--- config.mk ---
export PLATFORM = sky130hd
export DESIGN_NAME = regfile_writeback_queue
export DESIGN_NICKNAME = d
export VERILOG_FILES = /design/src/rtl/regfile_writeback_queue.sv
export SDC_FILE = /design/constraint.sdc
export NUM_CORES = 1
export LEC_CHECK = 0
export ABC_CLOCK_PERIOD_IN_PS = 8670
export BUFFER_PORTS_ARGS = -buffer_cell sky130_fd_sc_hd__buf_4
export CORE_AREA = 2 2 148 121
export DETAILED_ROUTE_END_ITERATION = 16
export DIE_AREA = 0 0 150 123
export HOLD_SLACK_MARGIN = 0.02
export PLACE_DENSITY = 0.67
export SYNTH_ARGS = -nofsm -noshare
export SYNTH_HDL_FRONTEND = slang
export SYNTH_SLANG_ARGS = --single-unit
--- constraint.sdc ---
create_clock -name i_clk -period 8.67 [get_ports i_clk]
set_clock_uncertainty 0.1 [all_clocks]
set_input_delay 0.867 -clock i_clk [delete_from_list [all_inputs] [get_ports i_clk]]
set_output_delay 0.867 -clock i_clk [all_outputs]
set_load 0.01 [all_outputs]
--- src/rtl/regfile_writeback_queue.sv ---
// Register file write-side front end: ALU results take priority, load results wait
// in a small in-order queue, stale loads are killed, and pending values are forwarded.
module regfile_writeback_queue #(
    parameter int DATA_W = 16,
    parameter int ADDR_W = 5,
    parameter int DEPTH  = 4
) (
    input  logic                      i_clk,
    input  logic                      i_rst,
    input  logic                      i_alu_valid,
    input  logic [ADDR_W-1:0]         i_alu_dest,
    input  logic [DATA_W-1:0]         i_alu_val,
    input  logic                      i_ld_valid,
    output logic                      o_ld_ready,
    input  logic [ADDR_W-1:0]         i_ld_dest,
    input  logic [DATA_W-1:0]         i_ld_val,
    input  logic [ADDR_W-1:0]         i_query_reg,
    output logic                      o_query_hit,
    output logic [DATA_W-1:0]         o_query_val,
    output logic                      o_write_enable,
    output logic [ADDR_W-1:0]         o_dest,
    output logic [DATA_W-1:0]         o_write_val,
    output logic [$clog2(DEPTH):0]    o_count,
    output logic                      o_empty,
    output logic                      o_full
);

    localparam int PTR_W = $clog2(DEPTH);
    localparam int CNT_W = PTR_W + 1;

    logic [DEPTH-1:0]  live_q, live_d;
    logic [ADDR_W-1:0] ent_dest_q [DEPTH];
    logic [ADDR_W-1:0] ent_dest_d [DEPTH];
    logic [DATA_W-1:0] ent_val_q  [DEPTH];
    logic [DATA_W-1:0] ent_val_d  [DEPTH];
    logic [PTR_W-1:0]  rd_ptr_q, rd_ptr_d;
    logic [PTR_W-1:0]  wr_ptr_q, wr_ptr_d;
    logic [CNT_W-1:0]  count_q, count_d;
    logic              we_q, we_d;
    logic [ADDR_W-1:0] wdest_q, wdest_d;
    logic [DATA_W-1:0] wval_q, wval_d;

    logic              ld_accept;
    logic              pop;
    logic [PTR_W-1:0]  fwd_idx;

    assign o_full         = (count_q == CNT_W'(DEPTH));
    assign o_empty        = (count_q == '0);
    assign o_ld_ready     = !i_rst && !o_full;
    assign o_count        = count_q;
    assign o_write_enable = we_q;
    assign o_dest         = wdest_q;
    assign o_write_val    = wval_q;

    always_comb begin
        live_d     = live_q;
        ent_dest_d = ent_dest_q;
        ent_val_d  = ent_val_q;
        rd_ptr_d   = rd_ptr_q;
        wr_ptr_d   = wr_ptr_q;
        count_d    = count_q;
        we_d       = 1'b0;
        wdest_d    = wdest_q;
        wval_d     = wval_q;
        ld_accept  = i_ld_valid && o_ld_ready;
        pop        = !i_alu_valid && !o_empty;

        if (i_alu_valid) begin
            we_d    = 1'b1;
            wdest_d = i_alu_dest;
            wval_d  = i_alu_val;
            for (int i = 0; i < DEPTH; i++) begin
                if (ent_dest_q[i] == i_alu_dest) live_d[i] = 1'b0;
            end
        end else if (pop) begin
            if (live_q[rd_ptr_q]) begin
                we_d    = 1'b1;
                wdest_d = ent_dest_q[rd_ptr_q];
                wval_d  = ent_val_q[rd_ptr_q];
            end
            // Popped slots drop their live bit so only occupied slots can forward.
            live_d[rd_ptr_q] = 1'b0;
            rd_ptr_d         = rd_ptr_q + PTR_W'(1);
        end

        // A same-cycle load to the ALU's dest is older than the ALU result.
        if (ld_accept) begin
            live_d[wr_ptr_q]     = !(i_alu_valid && (i_ld_dest == i_alu_dest));
            ent_dest_d[wr_ptr_q] = i_ld_dest;
            ent_val_d[wr_ptr_q]  = i_ld_val;
            wr_ptr_d             = wr_ptr_q + PTR_W'(1);
        end

        if (ld_accept && !pop)      count_d = count_q + CNT_W'(1);
        else if (!ld_accept && pop) count_d = count_q - CNT_W'(1);
    end

    // Walk oldest to youngest so the youngest live match is the one left standing.
    always_comb begin
        o_query_hit = 1'b0;
        o_query_val = '0;
        fwd_idx     = '0;
        if (we_q && (wdest_q == i_query_reg)) begin
            o_query_hit = 1'b1;
            o_query_val = wval_q;
        end
        for (int i = 0; i < DEPTH; i++) begin
            fwd_idx = rd_ptr_q + PTR_W'(i);
            if (live_q[fwd_idx] && (ent_dest_q[fwd_idx] == i_query_reg)) begin
                o_query_hit = 1'b1;
                o_query_val = ent_val_q[fwd_idx];
            end
        end
    end

    always_ff @(posedge i_clk) begin
        if (i_rst) begin
            live_q   <= '0;
            rd_ptr_q <= '0;
            wr_ptr_q <= '0;
            count_q  <= '0;
            we_q     <= 1'b0;
            wdest_q  <= '0;
            wval_q   <= '0;
        end else begin
            live_q   <= live_d;
            rd_ptr_q <= rd_ptr_d;
            wr_ptr_q <= wr_ptr_d;
            count_q  <= count_d;
            we_q     <= we_d;
            wdest_q  <= wdest_d;
            wval_q   <= wval_d;
        end
    end

    always_ff @(posedge i_clk) begin
        ent_dest_q <= ent_dest_d;
        ent_val_q  <= ent_val_d;
    end

endmodule

# ---- Word level (Yosys, flattened, before mapping)
# Index checks and enable logic that the tools add are counted.
dict set report op_classes {
  add_sub_neg 6
  order_cmp 13
  eq_ne 11
  mux 71
  bitwise_logic 8
  reduce_logical 27
}
# op count
set ops {}
lappend ops {{2-to-1 mux 16 bit} 17}
lappend ops {{binary-select mux 16 bit (select 2 bit)} 4}
lappend ops {{bitwise mux 64 bit} 1}
lappend ops {{2-to-1 mux 5 bit} 12}
lappend ops {{equality test 5 bit} 10}
lappend ops {{binary-select mux 5 bit (select 2 bit)} 4}
lappend ops {{demux 16 bit (select 2 bit)} 1}
lappend ops {{bitwise mux 20 bit} 1}
lappend ops {{2-to-1 mux 1 bit} 18}
lappend ops {{greater-or-equal comparator 3 bit (second input constant)} 5}
lappend ops {{less-than comparator 2 x 3 -> 1 bit (second input constant)} 5}
lappend ops {{inverter 2 -> 3 bit} 5}
lappend ops {{logical AND 1 bit} 14}
lappend ops {{2-to-1 mux 4 bit} 3}
lappend ops {{demux 5 bit (select 2 bit)} 1}
lappend ops {{binary-select mux 1 bit (select 2 bit)} 4}
lappend ops {{zero test 1 bit} 7}
lappend ops {{2-to-1 mux 3 bit} 2}
lappend ops {{nonzero test 2 bit} 3}
lappend ops {{adder 2 x 1 -> 2 bit (second input constant)} 2}
lappend ops {{adder 2 bit (second input constant)} 2}
lappend ops {{AND 4 bit} 1}
lappend ops {{bitwise mux 4 bit} 1}
lappend ops {{demux 1 bit (select 2 bit)} 2}
lappend ops {{9 further kinds} 11}
dict set report totals {
  reg_bits 117
  inputBits 51
  out_inout_bits 45
  elab_cells 151
}

# ---- Longest topological paths before layout
# Gate-level depths: netlist (run 1).
dict set report depth {
  word_depth 10
  depth_mapped 16
  depth_no_buf 9
}

# ---- Least setup slack after synthesis (run 1)
# Ideal clock, no wire load.
dict set report synth_path {
  path_type {register -> output}
  start {register rd_ptr_q[1]}
  end {output port o_query_val[11]}
  arrival_time_ns 3.779
  required_time_ns 7.703
  slack_ns 3.924
  stages_incl_launch_ff 16
  path_buffers 7
  cell_sequence {dfxtp_1 -> buf_2 -> buf_4 -> clkbuf_1 -> clkbuf_1 -> inv_1 -> ha_1 -> buf_2 -> mux4_2 -> xnor2_2 -> and2_1 -> buf_2 -> buf_2 -> a32oi_1 -> a211oi_2 -> o21ai_1}
}
dict set report synth_via {
  elab_chain_len 10
  word_cells_on_any_way 51
  classes_between {add/sub: 3; eq/ne: 4; mux: 36; bitwise: 4; reduce/logical: 4}
}
# element line
set synth_rtl {}
lappend synth_rtl {{from (decl)} 36} ;# logic [PTR_W-1:0] rd_ptr_q, rd_ptr_d;
lappend synth_rtl {{from (signal assigned)} 127} ;# rd_ptr_q <= rd_ptr_d;
lappend synth_rtl {{adder 2 x 1 -> 2 bit / inverter 2 -> 3 bit (equally long branches)} {108, 109, 111}}
lappend synth_rtl {{inverter 2 -> 3 bit (implied by the code) / binary-select mux 5 bit (select 2 bit) (equally long branches)} {109, 111}}
lappend synth_rtl {{binary-select mux 5 bit (select 2 bit) / 2-to-1 mux 5 bit (equally long branches)} 109} ;# if (live_q[fwd_idx] && (ent_dest_q[fwd_idx] == i_query_reg)) begin
lappend synth_rtl {{2-to-1 mux 5 bit (implied by the code)} 109}
lappend synth_rtl {{2-to-1 mux 5 bit (implied by the code) / equality test 5 bit (equally long branches)} 109}
lappend synth_rtl {{equality test 5 bit / logical AND 1 bit (equally long branches)} 109}
lappend synth_rtl {{logical AND 1 bit / 2-to-1 mux 16 bit (equally long branches)} 109}
lappend synth_rtl {{2-to-1 mux 16 bit (2 in a row)} 109}
lappend synth_rtl {{2-to-1 mux 16 bit *} 109}
lappend synth_rtl {{to (decl)} 19} ;# output logic [DATA_W-1:0] o_query_val,
# Mark *: on every way between the ends. The rest lies on a longest branch, timed or not. The select of a mux whose other input is x is not followed.

# ---- Worst setup path in the final report (run 1)
dict set report layout_path {
  start {register rd_ptr_q[0]}
  end {output port o_query_val[1]}
}
dict set report layout_via {
  word_cells_on_any_way 51
  classes_between {add/sub: 3; eq/ne: 4; mux: 36; bitwise: 4; reduce/logical: 4}
}
# element line
set layout_lines {}
lappend layout_lines {{adder 2 bit *} 108} ;# fwd_idx = rd_ptr_q + PTR_W'(i);
lappend layout_lines {{via fwd_idx[0]} 45} ;# logic [PTR_W-1:0] fwd_idx;
lappend layout_lines {{inverter 2 -> 3 bit (implied by the code)} {109, 111}}
lappend layout_lines {{binary-select mux 5 bit (select 2 bit)} 109}
lappend layout_lines {{2-to-1 mux 5 bit (implied by the code) (2 in a row)} 109}
lappend layout_lines {{equality test 5 bit} 109}
lappend layout_lines {{logical AND 1 bit} 109}
lappend layout_lines {{2-to-1 mux 16 bit *} 109}
# Mark *: on every way through the listed nets, which the timed path passes. The rest lies on a longest branch. The select of a mux whose other input is x is not followed.

==> results of run 1 <==
-- kinds of logic after synthesis --
group,Yosys count
adders and majority gates,10
buffers and inverters,74
and+or+nand+nor,156
AOI/OAI and AO/OA,111
DFF,117
muxes,116
xor gates and xnor gates,54
-- sequential cells by signal, indices dropped and copies added, names as in the netlist --
signal / cells
o_dest: 5
o_write_enable: 1
ent_dest_q: 20
o_write_val: 16
o_count: 3
rd_ptr_q: 2
wr_ptr_q: 2
live_q: 4
ent_val_q: 64
-- cell type report --
cell class                      count  area (um^2)
Clock buffer                       19        432.9
Clock inverter                     13        157.7
Fill cell                        1422         7647
Inverter                            9        33.78
Multi-Input combinational cell    447         4449
Sequential cell                   117         3188
Tap cell                          225        281.5
Timing Repair Buffer              108        810.8
-- cell usage after synthesis (all sizes together), types with 27 or more instances --
master,instances,area (um^2)
buf,36,232.7
clkbuf,29,108.9
dfxtp,33,660.6
edfxtp,84,2522
mux2i,28,280.3
mux4,80,1832
nand2,27,101.4
nand3,34,170.2
nor2,33,123.9
nor3,34,175.2
o21ai,33,165.2
xnor2,28,267.8
-- power groups by stage --
| stage | logic, mW | registers, mW | clock network [mW] |
|---|---|---|---|
| global route | 1.14 | 0.750 | 0.743 |
| finish | 1.07 | 0.738 | 0.710 |
| global placement | 1.04 | 0.743 | 0 |
| CTS | 1.06 | 0.737 | 0.715 |
| detailed placement | 1.05 | 0.749 | 0 |
| floorplan | 0.879 | 0.698 | 0 |
-- placed cells by master (no fill, tap or decap), types with 11 or more instances in the layout --
| cell | instances |
|---|---|
| buf_4 | 108 |
| a32oi_1 | 19 |
| dfxtp_1 | 31 |
| mux2i_1 | 28 |
| nand2_1 | 27 |
| xnor2_1 | 25 |
| mux4_2 | 72 |
| xor2_1 | 26 |
| edfxtp_1 | 84 |
| clkbuf_16 | 17 |
| o21ai_0 | 24 |
| nor2_1 | 33 |
| nor3_1 | 33 |
| nand3_1 | 34 |
| a21oi_1 | 11 |
| a222oi_1 | 19 |
-- worst min-delay path, cell delays in order (launching register included) --
cell and delay, ns:
dfxtp_1 0.34, inv_1 0.07, a2111oi_0 0.07
-- final timing paths --
check | startpoint | end | slack [ns] | cells past startpoint
min reg2reg | o_write_val[13]$_SDFFE_PP0P_ | o_write_val[13]$_SDFFE_PP0P_ | 0.43 | 2
max reg2reg | rd_ptr_q[1]$_SDFFE_PP0P_ | o_dest[2]$_SDFFE_PP0P_ | 5.75 | 7
min | o_write_val[13]$_SDFFE_PP0P_ | o_write_val[13]$_SDFFE_PP0P_ | 0.43 | 2
max | rd_ptr_q[0]$_SDFFE_PP0P_ | o_query_val[1] | 2.44 | 10
-- layer usage --
metal  GRT usage  routed length [um]  part of all wire  vias to the layer above
li1            -                   -                 -                     2711
met1      0.3545                9160              0.40                     3185
met2      0.4075               10880              0.47                      408
met3     0.06089                2516              0.11                       41
met4     0.08019                 389             0.017                        0
met5           0                   0                 0                        -
==> results by group, run 1 <==
STA
  – Setup TNS: 0 ns
  – Fin. Hold Viols: 0
  – F_max: ~0.16 GHz
  – Minimum clock period: 6.226 ns
  – Final Cycle Share: 0.7181
  – Final Slew Violations: 0
  – Worst rel slew slack: 0.1443
  – Worst Tran Pin Value: 1.284 ns
  – Final WS setup: roughly 2.4 ns
  – Final setup fails: 0
  – Hold Worst Slack: 0.4254 ns
  – RSZ-0062 raised after global routing: false

Global routing
  – Largest net degree at the start of global routing: between 50 and 60
  – Antenna violations before repair: 0
  – First-pass GRT wire length: between 30000 and 40000 um
  – Vias in the first global route: 6136
  – GR Overflow Total: 0
  – Total GRT Usage: 0.2572

Synth
  – Cell count after synthesis: ~640
  – Simple-Gate Fraction of Synth Area: 0.09539
  – Synth Area in Compound Gates: 0.1062
  – Syn_area_per_cell: ~13 um^2
  – Flops & latches, synth: roughly 120
  – Number of synthesized flops with an enable pin: 84
  – Mux share of post-synthesis cell area: 0.2752
  – Yosys warns: 0
  – Synth Cell Area: ~8000 um^2
  – Count of cell types in the netlist: between 50 and 60
  – Register area share after synthesis: 0.3978
  – Post-synthesis adder-cell area fraction: 0.01658
  – Main synth FF type: edfxtp_1
  – Post-synth ARST share: 0
  – Largest family of logic cells by synthesized area: multiplexers
  – Mapped Nets: between 600 and 700
  – Synth Area in XOR/XNOR: 0.06192

Clocking
  – Post-CTS Resized: 0
  – H-Tree Depth: 4
  – Cts hold-fix bufs: 0
  – CTS tree: yes
  – CTS buffer count: 17
  – Clock latency on the worst-skew pair: 0.43 ns
  – Worst-path clk slew: ~0.06 ns
  – Setup Buffers After CTS: 0
  – CTS Root Buffer Type: clkbuf_16
  – Clk sink count: 117
  – CTS Buffer Depth: 2

Final layout
  – Final Util: 0.5502
  – Layout cells sized above 1: 0.3296
  – Post-synthesis to final-layout area growth: 16.90%
  – Antenna cells: 0
  – Nets: around 760
  – Finished Layout Cells: between 900 and 1000
  – Design area: roughly 9400 um^2

Routing
  – Routed WL per cell: roughly 24 um
  – Routed vias: about 6300
  – Detail Route Antenna Nets: 0
  – Total wire length: 22940 um
  – DRT iter0 DRCs: 862
  – Vias/cell: roughly 6.8
  – Drt pass-1 iters: 5
  – DR DRC count: 0

Pwr
  – Cell Pwr Density: ~270 nW/um^2
  – Internal: 1.612 mW
  – Reg power frac: 0.293
  – Clock power frac: 0.282
  – Static leakage: slightly above 3 nW
  – P_sw: 907.0 uW
  – Logic pwr share: 0.425
  – Peak supply drop: about 0.16 mV
  – Total power: roughly 2.5 mW
  – Switching share of power: 0.3601

Job
  – Max-cap violations: 0

Critical path
  – Critical-path cell list: inv_1, ha_2, buf_4, mux4_2, xnor2_1, and2_1, a32oi_1, a211oi_1, o21ai_0, buf_4
  – Critical path type: reg2out
  – CP Data Arrival Time: between 5 and 6 ns
  – CP Buf/Inv Count: 3
  – Setup crit end kind: primary output
  – Worst path slowest cell: dfxtp_4
  – Worst path top cell family by delay: buffers and inverters
  – CP peak stage delay: 0.87 ns
  – Type of origin of the critical path: flop
  – Worst path most repeated cell: buf_4
  – CP max FO: 54
  – Worst Path Required: around 7.7 ns

Place
  – RD Place Congestion: 0.8352
  – Dpl ws: 3.015 ns
  – Post-placement cell area: slightly below 9000 um^2
  – Port Buffers: 95
  – DP HPWL: ~15000 um
  – Placed cells: about 910

Hold path
  – Min-delay worst type: reg2reg

Floorplanning
  – Die Ht: around 120 um
  – DIE WIDTH: 150 um
  – Row count: 43
  – Starting Density: 0.4706
  – Area of the core: between 15000 and 20000 um^2
  – Top-level port count: between 90 and 100
  – Die ar.: between 15000 and 20000 um^2

Run status
  – Status: complete, no violations
(Power assumes the default switching activity.)
==> inputs of run 2 (changes only) <==
- ABC_CLOCK_PERIOD_IN_PS: 8670 -> 6300
- clock period: 8.67 -> 6.3 ns (I/O delays scaled with it)
==> run 2 against run 1 <==
- first-iteration DRC count shrank 0.93%
- die area unchanged
- combinational power increased by 42%
- utilization is 0.27 points higher
- critical endpoint is now o_query_val[0]
- clock-buffer cell count grew 3
- wire length fell by 1.5%
==> results by group, run 2 (same netlist as run 1, synthesis figures left out) <==
Run status
  – Status: complete, no violations

STA
  – Minimum clock period: ~5.1 ns
  – Final WS setup: 1.236 ns (-1.208 ns)
  – Final Slew Violations: 0 (unchanged)
  – Worst rel slew slack: 0.1091 (-0.03518)
  – Worst Tran Pin Value: 1.336 ns (+0.05277 ns)
  – RSZ-0062 raised after global routing: false
  – Fin. Hold Viols: 0 (unchanged)
  – Final setup fails: 0 (unchanged)
  – Final Cycle Share: 0.8038
  – F_max: slightly below 0.2 GHz
  – Setup TNS: 0 ns (unchanged)

Global routing
  – GR Overflow Total: 0 (unchanged)
  – Met1 Use GR: 0.3550 (+0.0005443)
  – Met3 Resource Use GR: 0.07897 (+0.01808)
  – Vias in the first global route: 6141 (+0.081%)
  – M2 GR Usage: 0.3898 (-0.01769)
  – First-pass GRT wire length: 35150 um (-0.64%)
  – Total GRT Usage: 0.2563 (-0.0008320)
  – Largest net degree at the start of global routing: 56 (+1.8%)
  – Antenna violations before repair: 0 (unchanged)
  – GRT Max-Usage Layer: met2

Clocking
  – CTS Root Buffer Type: clkbuf_16
  – Post-CTS Resized: 0 (unchanged)
  – Cts hold-fix bufs: 0 (unchanged)
  – CTS buffer count: 17 (unchanged)
  – CTS tree: yes
  – H-Tree Depth: 4 (unchanged)
  – Clk sink count: 117 (unchanged)
  – Worst-path clk slew: 0.05 ns (about the same)
  – CTS Buffer Depth: 2 (unchanged)
  – Clock latency on the worst-skew pair: 0.42 ns (about the same)
  – Setup Buffers After CTS: 0 (unchanged)

Final layout
  – Nets: 762 (+0.13%)
  – Fill count: 1398 (-1.7%)
  – Antenna cells: 0 (unchanged)
  – Reg with most FFs: ent_val_q
  – Commonest non-fill, non-tap cells in the layout: buf_4, edfxtp_1, mux4_2, nand3_1, nor3_1
  – Layout cells sized above 1: 0.3305 (+0.0009389)
  – Post-synthesis to final-layout area growth: 17.47%
  – Max FFs per register: 64 (unchanged)
  – Final Util: 0.5528 (+0.002650)
  – Most common cell after layout, fill and taps aside: buf_4

Pwr
  – Peak supply drop: 0.2188 mV (+35%)
  – Cell Pwr Density: 371.7 nW/um^2 (+38%)
  – Static leakage: 3.152 nW (+1.0%)
  – Total power: 3.493 mW (+39%)

Critical path
  – CP max FO: 30 (-44%)
  – Worst Path Required: 5.57 ns (-2.13 ns)
  – Critical path type: reg2out
  – CP Data Arrival Time: 4.33 ns (-0.93 ns)
  – Type of origin of the critical path: flop
  – Setup crit end kind: primary output

Floorplanning
  – DIE WIDTH: 150 um (unchanged)
  – Die Ht: 123 um (unchanged)
  – Area of the core: 17000 um^2 (unchanged)
  – Row count: 43 (unchanged)
  – Starting Density: 0.4706 (unchanged)
  – Die ar.: 18450 um^2 (unchanged)
  – Top-level port count: 96 (unchanged)

Place
  – Dpl ws: 1.791 ns (-1.224 ns)
  – Port Buffers: 95 (unchanged)
  – RD Place Congestion: 0.8723 (+4.4%)
  – DP HPWL: 15220 um (+1.6%)

Routing
  – Routed vias: 6174 (-2.7%)
  – Total wire length: 22590 um (-1.5%)
  – DRT iter0 DRCs: 854 (-0.93%)
  – Routed WL per cell: 24.06 um (-1.6%)
  – DR DRC count: 0 (unchanged)
  – Vias/cell: 6.575 (-2.8%)
  – Drt pass-1 iters: 9 (+4)
  – Detail Route Antenna Nets: 0 (unchanged)

Job
  – Max-cap violations: 0 (unchanged)

Hold path
  – Min-delay worst type: in2reg
## run 2: changes by cell type in the layout (fill, tap and decap cells not counted), sizes merged
cell | previous run | this run
clkinvlp | 4 | 1
inv | 10 | 9
buf | 108 | 109
bufinv | 3 | 4
clkbuf | 19 | 22
## run 2: power breakdown
group | switching [mW] | total [mW] | leakage [nW] | internal (mW)
combinational | 0.804 | 1.52 | 1.81 | 0.716
clock | 0.330 | 1.02 | 0.307 | 0.688
sequential | 0.0628 | 0.956 | 1.04 | 0.893
## run 2: stage by stage
stage	cells	hold WS (ns)	area, um^2
after floorplan	638	0.3940	8001
after global placement	907	0.3977	8773
after detailed placement	907	0.4092	8773
after CTS	939	0.2945	9399
after global routing	939	0.2883	9399
final	939	0.3097	9399
## run 2: area by class of cell
cell class	count	area, um^2	area share
Tap cell	225	281.5	0.02995
Clock inverter	10	151.4	0.01611
Inverter	9	33.78	0.003594
Clock buffer	22	474.2	0.05045
Multi-Input combinational cell	447	4452	0.4736
Timing Repair Buffer	109	818.3	0.08706
Sequential cell	117	3188	0.3392
## run 2: critical path: stages (launching register included)
cell and delay (ns):
dfxtp_4 0.34, inv_1 0.09, ha_2 0.89, mux4_2 0.63
xnor2_2 0.15, buf_4 0.24, and2_1 0.64, a32oi_1 0.20
a211oi_1 0.31, o21ai_0 0.21, buf_4 0.19
## run 2: path summary, 6_finish.rpt
check                               startpoint                           end  slack (ns)  depth (start not counted)
setup reg to reg      rd_ptr_q[0]$_SDFFE_PP0P_  o_write_val[10]$_SDFFE_PP0P_        3.26                          5
hold reg to reg   o_write_val[13]$_SDFFE_PP0P_  o_write_val[13]$_SDFFE_PP0P_        0.43                          2
setup / recovery      rd_ptr_q[0]$_SDFFE_PP0P_                o_query_val[0]        1.24                         10
hold / removal                    i_ld_val[14]       ent_val_q[30]$_DFFE_PP_        0.31                          1
## run 2: metal layers
layer | up-vias | wire [um]
li1 | 2714 | -
met1 | 3085 | 9416
met2 | 339 | 10480
met3 | 36 | 2224
met4 | 0 | 473
met5 | - | 0
==> inputs of run 3 (changes only) <==
- ABC_CLOCK_PERIOD_IN_PS: 6300 -> 4900
- clock period: 6.3 -> 4.9 ns (I/O delays scaled with it)
==> run 3 against run 2 <==
- sequential share of layout area decreased by 0.13 points
- worst hold slack got worse by 0.15 ns
- clock power increased by 27%
- setup slack lost 1.0 ns
- sequential power grew 31%
- wire length about the same
- final cell count up 0.32%
- power up 30%
- via count rose by 3.0%
- flip-flop and latch count unchanged
- critical path type unchanged
- critical endpoint is now o_query_val[15]
==> results by group, run 3 (same netlist as run 1, synthesis figures left out) <==
STA
  – Setup TNS: 0 ns (unchanged)
  – Hold Worst Slack: 0.1614 ns (-0.1483 ns)
  – F_max: about 0.21 GHz
  – Final Cycle Share: 0.9561
  – Worst rel slew slack: 0.1052 (-0.003933)
  – RSZ-0062 raised after global routing: false
  – Final Slew Violations: 0 (unchanged)
  – Minimum clock period: 4.685 ns
  – Final setup fails: 0 (unchanged)
  – Fin. Hold Viols: 0 (unchanged)
  – Worst Tran Pin Value: 1.342 ns (+0.005901 ns)

Run status
  – Status: complete, no violations

Clocking
  – Clock latency on the worst-skew pair: 0.43 ns (about the same)
  – CTS tree: yes
  – H-Tree Depth: 4 (unchanged)
  – Cts hold-fix bufs: 0 (unchanged)
  – Worst-path clk slew: 0.05 ns (about the same)
  – CTS Buffer Depth: 2 (unchanged)
  – Clk sink count: 117 (unchanged)
  – CTS Root Buffer Type: clkbuf_16
  – CTS buffer count: 17 (unchanged)

Critical path
  – Worst Path Required: 4.31 ns (-1.26 ns)
  – CP peak stage delay: 0.72 ns (-0.17 ns)
  – Critical-path cell list: inv_1, ha_2, mux4_2, xnor2_2, and2_1, a32oi_1, a211oi_1, o21ai_0, buf_4
  – Setup crit end kind: primary output
  – Critical path type: reg2out
  – Type of origin of the critical path: flop
  – CP Data Arrival Time: 4.10 ns (-0.23 ns)
  – CP max FO: 20 (-33%)
  – FF-to-FF setup slack: 1.42 ns (-1.84 ns)
  – Worst path slowest cell: ha_2
  – Reg2reg end: o_dest[0]$_SDFFE_PP0P_
  – Crit Reg-Reg Startpoint: rd_ptr_q[0]$_SDFFE_PP0P_
  – Reg2reg path depth: 6 (+1)

Hold path
  – Hold path depth: 1 (unchanged)
  – Hold Path End: ent_val_q[0]$_DFFE_PP_
  – Hold path start: i_ld_val[0]
  – Min-delay worst type: in2reg

Final layout
  – Post-synthesis to final-layout area growth: 17.90%
  – Antenna cells: 0 (unchanged)
  – Most common cell after layout, fill and taps aside: buf_4
  – Max FFs per register: 64 (unchanged)
  – Finished Layout Cells: 942 (+0.32%)
  – Nets: 765 (+0.39%)
  – Layout cells sized above 1: 0.3333 (+0.002801)
  – Commonest non-fill, non-tap cells in the layout: buf_4, edfxtp_1, mux4_2, nand3_1, nor3_1
  – Reg with most FFs: ent_val_q

Floorplanning
  – Top-level port count: 96 (unchanged)
  – Area of the core: 17000 um^2 (unchanged)
  – DIE WIDTH: 150 um (unchanged)
  – Starting Density: 0.4706 (unchanged)
  – Die Ht: 123 um (unchanged)
  – Row count: 43 (unchanged)
  – Die ar.: 18450 um^2 (unchanged)

Global routing
  – Largest net degree at the start of global routing: 61 (+8.9%)
  – Vias in the first global route: 5994 (-2.4%)
  – Total GRT Usage: 0.2521 (-0.004204)
  – Antenna violations before repair: 0 (unchanged)
  – GR Overflow Total: 0 (unchanged)
  – First-pass GRT wire length: 34530 um (-1.8%)

Pwr
  – Cell Pwr Density: 479.6 nW/um^2 (+29%)
  – Static leakage: 3.151 nW (about the same)
  – Peak supply drop: 0.2458 mV (+12%)

Routing
  – Total wire length: 22610 um (about the same)
  – Drt pass-1 iters: 6 (-3)
  – DR DRC count: 0 (unchanged)
  – Detail Route Antenna Nets: 0 (unchanged)
  – Vias/cell: 6.751 (+2.7%)
  – Routed WL per cell: 24.01 um (-0.23%)
  – Routed vias: 6359 (+3.0%)
  – DRT iter0 DRCs: 741 (-13%)

Place
  – Placed cells: 910 (+0.33%)
  – RD Place Congestion: 0.9026 (+3.5%)
  – Port Buffers: 95 (unchanged)
  – DP HPWL: 15270 um (+0.36%)

Job
  – Max-cap violations: 0 (unchanged)
run 3: power by group:
| part | internal (mW) | total (mW) | switching [mW] | leakage (nW) |
|---|---|---|---|---|
| clock | 0.860 | 1.30 | 0.445 | 0.291 |
| combinational | 0.930 | 1.97 | 1.04 | 1.83 |
| sequential | 1.15 | 1.25 | 0.0989 | 1.04 |
run 3: worst max path at each step:
stage / from / endpoint / slack [ns] / cells after the start
after floorplan: rd_ptr_q[1]$_SDFFE_PP0P_ / o_query_val[11] / 0.53 / 15
after global placement: rd_ptr_q[0]$_SDFFE_PP0P_ / o_query_val[0] / 0.71 / 8
after detailed placement: rd_ptr_q[0]$_SDFFE_PP0P_ / o_query_val[0] / 0.62 / 8
after CTS: rd_ptr_q[0]$_SDFFE_PP0P_ / o_query_val[0] / 0.18 / 8
after global routing: rd_ptr_q[0]$_SDFFE_PP0P_ / o_query_val[0] / 0.009 / 9
final: rd_ptr_q[0]$_SDFFE_PP0P_ / o_query_val[15] / 0.21 / 9
run 3: what timing repair did:
action | in CTS | in global routing
endpoints found under the setup margin | 0 | 11
setup buffers | 0 | 0
resized for setup | 0 | 2
run 3: per-layer routing:
metal / vias up / share of wire / global-route usage
met2: 379 / 0.47 / 0.3947
met4: 0 / 0.023 / 0.08962
li1: 2715 / - / -
met3: 39 / 0.11 / 0.06716
met5: - / 0 / 0
met1: 3226 / 0.40 / 0.3423
run 3: final cells by class:
class                   instances  area (um^2)
flip-flops and latches        117         3188
clock inverters                13        180.2
multi-input cells             447         4463
clock buffers                  19        442.9
well taps                     225        281.5
inverters                       9        33.78
fillers                      1437         7567
repair buffers                112        844.6
run 3: worst max-delay path: cells and delay by family, from the launching register on:
kind | cells | cell delay [ns]
AO/OA/AOI/OAI | 3 | 0.73
adder cells (fa/ha/maj) | 1 | 0.72
multiplexers | 1 | 0.62
AND/OR/NAND/NOR | 1 | 0.59
flip-flops | 1 | 0.47
buffers and inverters | 2 | 0.34
XOR/XNOR | 1 | 0.19
run 3: through the flow:
stage / util / total power, mW / setup slack (ns) / instance area, um^2
final: 0.5549 / 4.525 / 0.2150 / 9434
after global routing: 0.5549 / 4.719 / 0.008506 / 9434
after CTS: 0.5540 / 4.511 / 0.1769 / 9419
after detailed placement: 0.5174 / 3.204 / 0.6183 / 8796
after global placement: 0.5174 / 3.149 / 0.7112 / 8796
after floorplan: - / 2.790 / 0.5312 / 8001
